--- src/rtl/axi_lite_gpio_mc.sv ---
// Multi-bank AXI-lite GPIO: independent read/write slave FSMs, input synchroniser,
// per-pin rising/falling edge interrupts with W1C status and atomic SET/CLR.
module axi_lite_gpio_mc #(
    parameter int          ADDRESS_WIDTH = 32,
    parameter int          GPIO_WIDTH    = 32,
    parameter int          CHANNELS      = 2,
    parameter int          SYNC_STAGES   = 2,
    parameter logic [31:0] TRI_DEFAULT   = 32'hFFFFFFFF
) (
    input  logic                              aclk,
    input  logic                              arst,
    input  logic                              s_axi_awvalid,
    output logic                              s_axi_awready,
    input  logic [ADDRESS_WIDTH-1:0]          s_axi_awaddr,
    input  logic [2:0]                        s_axi_awprot,
    input  logic                              s_axi_wvalid,
    output logic                              s_axi_wready,
    input  logic [31:0]                       s_axi_wdata,
    input  logic [3:0]                        s_axi_wstrb,
    output logic                              s_axi_bvalid,
    input  logic                              s_axi_bready,
    output logic [1:0]                        s_axi_bresp,
    input  logic                              s_axi_arvalid,
    output logic                              s_axi_arready,
    input  logic [ADDRESS_WIDTH-1:0]          s_axi_araddr,
    input  logic [2:0]                        s_axi_arprot,
    output logic                              s_axi_rvalid,
    input  logic                              s_axi_rready,
    output logic [31:0]                       s_axi_rdata,
    output logic [1:0]                        s_axi_rresp,
    output logic                              irq,
    input  logic [CHANNELS*GPIO_WIDTH-1:0]    gpio_io_i,
    output logic [CHANNELS*GPIO_WIDTH-1:0]    gpio_io_o,
    output logic [CHANNELS*GPIO_WIDTH-1:0]    gpio_io_t
);
    localparam int NP = CHANNELS * GPIO_WIDTH;
    localparam logic [0:0] W_IDLE = 1'b0, W_RESP = 1'b1;
    localparam logic [0:0] R_IDLE = 1'b0, R_RESP = 1'b1;
    localparam logic [2:0] REG_DIN = 3'd0, REG_DOUT = 3'd1, REG_TRI = 3'd2, REG_RISE = 3'd3,
                           REG_FALL = 3'd4, REG_STAT = 3'd5, REG_SET = 3'd6, REG_CLR = 3'd7;

    logic [0:0]            w_state, r_state;
    logic [GPIO_WIDTH-1:0] data_out [CHANNELS], data_out_d [CHANNELS];
    logic [GPIO_WIDTH-1:0] tri_q    [CHANNELS], tri_d      [CHANNELS];
    logic [GPIO_WIDTH-1:0] rise_en  [CHANNELS], rise_d     [CHANNELS];
    logic [GPIO_WIDTH-1:0] fall_en  [CHANNELS], fall_d     [CHANNELS];
    logic [GPIO_WIDTH-1:0] status   [CHANNELS], status_d   [CHANNELS];
    logic [GPIO_WIDTH-1:0] w1c      [CHANNELS];
    logic                  gie, any_status;
    logic [NP-1:0]         sync_q [SYNC_STAGES];
    logic [NP-1:0]         prev_q, sync_now, rise, fall;
    logic                  do_write, wr_gie, wr_chan, rd_gie, rd_chan;
    logic [31:0]           lane, wbits, rd_val;
    logic                  unused;

    function automatic logic [31:0] strb_mask(input logic [3:0] strb);
        return {{8{strb[3]}}, {8{strb[2]}}, {8{strb[1]}}, {8{strb[0]}}};
    endfunction

    // Only the first 256 bytes of the window decode; anything above is unmapped.
    function automatic logic page_zero(input logic [ADDRESS_WIDTH-1:0] addr);
        return (addr >> 8) == '0;
    endfunction

    assign unused = ^{s_axi_awprot, s_axi_arprot, s_axi_awaddr[1:0], s_axi_araddr[1:0]};

    assign wr_gie  = page_zero(s_axi_awaddr) && (s_axi_awaddr[7:2] == 6'h20);
    assign wr_chan = page_zero(s_axi_awaddr) && !s_axi_awaddr[7] && (int'(s_axi_awaddr[6:5]) < CHANNELS);
    assign rd_gie  = page_zero(s_axi_araddr) && (s_axi_araddr[7:2] == 6'h20);
    assign rd_chan = page_zero(s_axi_araddr) && !s_axi_araddr[7] && (int'(s_axi_araddr[6:5]) < CHANNELS);

    // Address and data are only taken together, and only from idle.
    assign s_axi_awready = !arst && (w_state == W_IDLE) && s_axi_awvalid && s_axi_wvalid;
    assign s_axi_wready  = s_axi_awready;
    assign s_axi_arready = !arst && (r_state == R_IDLE) && s_axi_arvalid;
    assign do_write      = s_axi_awready;

    assign lane     = strb_mask(s_axi_wstrb);
    assign wbits    = s_axi_wdata & lane;
    assign sync_now = sync_q[SYNC_STAGES-1];
    assign rise     = sync_now & ~prev_q;
    assign fall     = ~sync_now & prev_q;

    always_comb begin
        any_status = 1'b0;
        for (int c = 0; c < CHANNELS; c++) begin
            data_out_d[c] = data_out[c];
            tri_d[c]      = tri_q[c];
            rise_d[c]     = rise_en[c];
            fall_d[c]     = fall_en[c];
            w1c[c]        = '0;
            if (do_write && wr_chan && (s_axi_awaddr[6:5] == 2'(c))) begin
                case (s_axi_awaddr[4:2])
                    REG_DOUT: data_out_d[c] = (data_out[c] & ~lane[GPIO_WIDTH-1:0]) | wbits[GPIO_WIDTH-1:0];
                    REG_TRI:  tri_d[c]      = (tri_q[c] & ~lane[GPIO_WIDTH-1:0]) | wbits[GPIO_WIDTH-1:0];
                    REG_RISE: rise_d[c]     = (rise_en[c] & ~lane[GPIO_WIDTH-1:0]) | wbits[GPIO_WIDTH-1:0];
                    REG_FALL: fall_d[c]     = (fall_en[c] & ~lane[GPIO_WIDTH-1:0]) | wbits[GPIO_WIDTH-1:0];
                    REG_STAT: w1c[c]        = wbits[GPIO_WIDTH-1:0];
                    REG_SET:  data_out_d[c] = data_out[c] | wbits[GPIO_WIDTH-1:0];
                    REG_CLR:  data_out_d[c] = data_out[c] & ~wbits[GPIO_WIDTH-1:0];
                    default:  ;
                endcase
            end
            // New edges are OR-ed in after the clear so they win over a same-cycle W1C.
            status_d[c] = (status[c] & ~w1c[c])
                        | (rise[c*GPIO_WIDTH +: GPIO_WIDTH] & rise_en[c])
                        | (fall[c*GPIO_WIDTH +: GPIO_WIDTH] & fall_en[c]);
            any_status  = any_status | (|status[c]);
        end
    end

    always_comb begin
        rd_val = '0;
        if (rd_gie) rd_val[0] = gie;
        for (int c = 0; c < CHANNELS; c++) begin
            if (rd_chan && (s_axi_araddr[6:5] == 2'(c))) begin
                case (s_axi_araddr[4:2])
                    REG_DIN:  rd_val[GPIO_WIDTH-1:0] = sync_now[c*GPIO_WIDTH +: GPIO_WIDTH];
                    REG_DOUT: rd_val[GPIO_WIDTH-1:0] = data_out[c];
                    REG_TRI:  rd_val[GPIO_WIDTH-1:0] = tri_q[c];
                    REG_RISE: rd_val[GPIO_WIDTH-1:0] = rise_en[c];
                    REG_FALL: rd_val[GPIO_WIDTH-1:0] = fall_en[c];
                    REG_STAT: rd_val[GPIO_WIDTH-1:0] = status[c];
                    default:  ;
                endcase
            end
        end
    end

    always_ff @(posedge aclk) begin
        if (arst) begin
            for (int i = 0; i < SYNC_STAGES; i++) sync_q[i] <= '0;
            prev_q <= '0;
        end else begin
            sync_q[0] <= gpio_io_i;
            for (int i = 1; i < SYNC_STAGES; i++) sync_q[i] <= sync_q[i-1];
            prev_q <= sync_now;
        end
    end

    always_ff @(posedge aclk) begin
        if (arst) begin
            for (int c = 0; c < CHANNELS; c++) begin
                data_out[c] <= '0;
                tri_q[c]    <= TRI_DEFAULT[GPIO_WIDTH-1:0];
                rise_en[c]  <= '0;
                fall_en[c]  <= '0;
                status[c]   <= '0;
            end
            gie <= 1'b0;
            irq <= 1'b0;
        end else begin
            for (int c = 0; c < CHANNELS; c++) begin
                data_out[c] <= data_out_d[c];
                tri_q[c]    <= tri_d[c];
                rise_en[c]  <= rise_d[c];
                fall_en[c]  <= fall_d[c];
                status[c]   <= status_d[c];
            end
            if (do_write && wr_gie && s_axi_wstrb[0]) gie <= s_axi_wdata[0];
            irq <= gie && any_status;
        end
    end

    always_ff @(posedge aclk) begin
        if (arst) begin
            w_state      <= W_IDLE;
            s_axi_bvalid <= 1'b0;
            s_axi_bresp  <= 2'b00;
        end else begin
            case (w_state)
                W_IDLE: if (do_write) begin
                    w_state      <= W_RESP;
                    s_axi_bvalid <= 1'b1;
                    s_axi_bresp  <= (wr_gie || wr_chan) ? 2'b00 : 2'b10;
                end
                W_RESP: if (s_axi_bready) begin
                    w_state      <= W_IDLE;
                    s_axi_bvalid <= 1'b0;
                end
            endcase
        end
    end

    always_ff @(posedge aclk) begin
        if (arst) begin
            r_state      <= R_IDLE;
            s_axi_rvalid <= 1'b0;
            s_axi_rresp  <= 2'b00;
            s_axi_rdata  <= '0;
        end else begin
            case (r_state)
                R_IDLE: if (s_axi_arready) begin
                    r_state      <= R_RESP;
                    s_axi_rvalid <= 1'b1;
                    s_axi_rdata  <= rd_val;
                    s_axi_rresp  <= (rd_gie || rd_chan) ? 2'b00 : 2'b10;
                end
                R_RESP: if (s_axi_rready) begin
                    r_state      <= R_IDLE;
                    s_axi_rvalid <= 1'b0;
                end
            endcase
        end
    end

    for (genvar c = 0; c < CHANNELS; c++) begin : g_pads
        assign gpio_io_o[c*GPIO_WIDTH +: GPIO_WIDTH] = data_out[c];
        assign gpio_io_t[c*GPIO_WIDTH +: GPIO_WIDTH] = tri_q[c];
    end
endmodule

--- config.mk ---
export PLATFORM = sky130hd
export DESIGN_NAME = axi_lite_gpio_mc
export DESIGN_NICKNAME = d
export VERILOG_FILES = /design/src/rtl/axi_lite_gpio_mc.sv
export SDC_FILE = /design/constraint.sdc
export NUM_CORES = 1
export LEC_CHECK = 0
export ABC_AREA = 1
export CORE_UTILIZATION = 45
export CTS_CLUSTER_SIZE = 28
export DETAILED_ROUTE_END_ITERATION = 8
export GPL_TIMING_DRIVEN = 0
export PLACE_DENSITY_LB_ADDON = 0.2
export REMOVE_ABC_BUFFERS = 1
export SETUP_SLACK_MARGIN = 0.5
export SLEW_MARGIN = 20
export SYNTH_ARGS = -nofsm -noshare
export SYNTH_HDL_FRONTEND = slang
export SYNTH_SLANG_ARGS = --single-unit
--- constraint.sdc ---
create_clock -name aclk -period 1.7 [get_ports aclk]
set_input_delay 0.425 -clock aclk [delete_from_list [all_inputs] [get_ports aclk]]
set_output_delay 0.425 -clock aclk [all_outputs]
set_load 0.02 [all_outputs]
==> flow_summary.json <==
{
  "grt_start_max_net_pins": 100,
  "cts.root.buffer_cell": "sky130_fd_sc_hd__clkbuf_16",
  "power.density_cell_area_mw_per_mm2": 857,
  "layout.cells.most_common": "sky130_fd_sc_hd__nand2_1",
  "setup_total_negative_slack_ns": -40.21,
  "floorplan.initialDensity_pct": 45.6,
  "ys.warnings.count": 0,
  "violations_in_the_final_reports": "negative setup slack",
  "cts_tree": "built",
  "viasPerCell": 5.54,
  "maximum_clock_frequency_mhz": 524,
  "fp.dieW_um": 236,
  "largest_voltage_drop_on_the_vdd_net_mv": 0.787,
  "slew-limit-headroom_pct": 53.0,
  "unrepaired_setup_endpoints_after_global_routing": "yes",
  "num-nets-final": 4325,
  "synth.distinct_cells": 34,
  "clock_insertion_delay_worst_skew_ns": 0.63,
  "final_period_minus_worst_setup_slack_ns": 1.91,
  "wl_um": 109000,
  "core_area_sq_mm": 0.0539,
  "worst_ep_arrival_time_ns": 1.48,
  "ctsHtreeMaxLevel": 2,
  "fin_worst_skew_ns": 0.0156,
  "hold-path-cell-count": 2,
  "leakage_nw": 15.8,
  "hold_path_class": "in -> reg",
  "grt_pass1_wl_um": 154000,
  "place.detailed.instances": 4562,
  "clock_tree.buffer_depth": 3,
  "timing.critical_path.required_ns": 1.27,
  "vias_in_the_first_global_route": 25000,
  "critical_path.most_common_cell": "sky130_fd_sc_hd__buf_6",
  "timing.reg2reg.worst_path_depth": 11,
  "hold_viol": 0,
  "drt-initial-drc-count": 3135,
  "worstPathCellList": "nor2_4, nand3_4, buf_6, inv_8, buf_6",
  "vias": 27100,
  "die_area_sq_mm": 0.0556,
  "worstReg2RegEnd": "data_out[0][14]$_SDFFE_PP0P_",
  "worstSetupEndpointType": "output port",
  "timing.final.crit_share_pct": 112,
  "estimated_wirelength_of_the_detail_placed_design_um": 55300,
  "finalSetupViolCount": 412,
  "mean_instance_size_in_the_synthesized_netlist_sq_um": 6.68,
  "initial_antenna_violation_count": 5,
  "fp.dieH_um": 236,
  "detailedRoute.firstPassIterationCount": 8,
  "placer_congestion_estimate": 0.829,
  "critPathMaxStageDelay_ns": 0.33,
  "port_buffers": 334,
  "highest_count_cells_in_the_layout_ignoring_fill_and_taps": "sky130_fd_sc_hd__nand2_1, sky130_fd_sc_hd__nor2_1, sky130_fd_sc_hd__dfxtp_1",
  "synthesized_area_sq_mm": 0.0246,
  "areaGrowthSynthToFinish_pct": 47.2,
  "track_usage_pct": 36.9,
  "r2r_setup_slack_ns": -0.20,
  "synthTopCellsByArea": "sky130_fd_sc_hd__dfxtp_1, sky130_fd_sc_hd__nand2_1, sky130_fd_sc_hd__nor2_1, sky130_fd_sc_hd__inv_1, sky130_fd_sc_hd__nand3_1",
  "synthCells": 3681,
  "final-instance-count-excl-fill": 4895,
  "clock_sink_count": 552,
  "tightest_slew_ns": 0.705,
  "synth_top_area_share_pct": 45.0,
  "min_to": "sync_q[0][57]$_SDFF_PP0_",
  "finalMaxSlewViolations": 0,
  "critical_path_peak_fanout": 3,
  "synth_enable_flop_cells": 0,
  "worstReg2RegStart": "w_state$_SDFF_PP0_",
  "post-route-drc-count": 0,
  "detail-route-antenna-nets": 0,
  "grt_overflow": 0,
  "synth_area_leader_cell": "sky130_fd_sc_hd__dfxtp_1",
  "layout_setup_ws_ns": -0.209,
  "crit_path_start_kind": "flip-flop",
  "clkTransAtPathRegs_ns": 0.06,
  "synth_seq_area_share_pct": 45.0,
  "drv.max_cap_violation_count": 0,
  "cts_buffers": 58,
  "startpoint_of_the_most_critical_hold_path": "arst",
  "criticalPathCategory": "reg -> out",
  "postSynthRegisterBits": 552,
  "io_pins": 347,
  "crit_path_max_delay_cell_type": "sky130_fd_sc_hd__dfxtp_2",
  "post_route_cells_drive_above_1_share_pct": 18.9,
  "run_status": "complete, but fails checks",
  "routed_wire_length_per_instance_um": 22.2,
  "ys.flop_type": "sky130_fd_sc_hd__dfxtp_1",
  "synthArstFlopShare_pct": 0,
  "core.rowCount": 85
}
## cell usage after synthesis (all sizes together) (5+ instances only)
master	count
a21oi	96
nand4	23
buf	64
mux2	5
nor4	11
o211ai	21
nand3	298
nor2	608
a22oi	23
o22ai	98
nand2	935
o21ai	253
dfxtp	552
inv	541
o2111ai	11
nor3	22
clkbuf	113
## area by class of cell
cell class / instances / area [sq um]
Timing Repair Buffer: 567 / 6990
Inverter: 544 / 2190
Fill cell: 4555 / 17700
Multi-Input combinational cell: 2422 / 12900
Tap cell: 696 / 871
Antenna cell: 4 / 10.0
Clock inverter: 17 / 289
Clock buffer: 90 / 1830
Timing Repair inverter: 3 / 38.8
Sequential cell: 552 / 11100
## where the power goes
part / switching [mW] / leakage [nW] / internal, mW
logic: 2.13 / 10.2 / 1.34
registers: 0.194 / 4.50 / 13.3
clock network: 5.53 / 1.05 / 8.55
total: 7.85 / 15.8 / 23.2
## worst max-delay path, delay by kind of cell (launching register included)
| kind | cells | cell delay, ns |
|---|---|---|
| DFF | 1 | 0.33 |
| buffers and inverters | 3 | 0.32 |
| and+or+nand+nor | 2 | 0.20 |
## through the flow
step | utilization, % | power (mW) | worst slack, ns | hold slack, ns | instance area, sq um
floorplan | - | 15.0 | -6.57 | 0.388 | 23800
global placement | 52.0 | 16.3 | -25.35 | 0.388 | 28100
detailed placement | 53.4 | 16.4 | -2.92 | 0.392 | 28800
CTS | 64.0 | 30.8 | -0.205 | 0.0303 | 34500
global route | 67.1 | 31.8 | -0.266 | 0.0631 | 36200
finish | 67.1 | 31.0 | -0.209 | 0.0675 | 36200
## worst max path at each step
stage | startpoint | to | slack (ns)
global placement | arst | s_axi_arready | -25.35
global route | w_state$_SDFF_PP0_ | flip-flop | -0.27
finish | w_state$_SDFF_PP0_ | s_axi_awready | -0.21
floorplan | arst | s_axi_rdata[10]$_SDFFE_PP0P_ | -6.57
CTS | w_state$_SDFF_PP0_ | flip-flop | -0.21
detailed placement | arst | s_axi_arready | -2.92
## what timing repair did
item                                    4_1_cts  5_1_grt
gates cloned                                 39       11
hold buffers                                  0        0
buffers inserted                            149       23
pin swaps                                   148      104
gates resized for setup                     651      378
endpoints found under the hold margin         0        0
endpoints found under the setup margin      528      525
## cell families (layout without fill, tap and decap cells)
logic type | Yosys count | in the layout | synth area share (%)
other | 1 | 6 | 0.0153
and+or+nand+nor | 1897 | 1910 | 32.0
buffers and inverters | 721 | 1221 | 11.3
muxes | 5 | 5 | 0.229
AOI/OAI and AO/OA | 505 | 505 | 11.4
DFF | 552 | 552 | 45.0
## routing by layer
layer | routed length (um) | global-route usage, %
met2 | 47600 | 57.5
met4 | 6470 | 19.4
met5 | 13 | 0
met1 | 41500 | 46.7
met3 | 13100 | 9.79
Power figures use the tool's default switching activity.
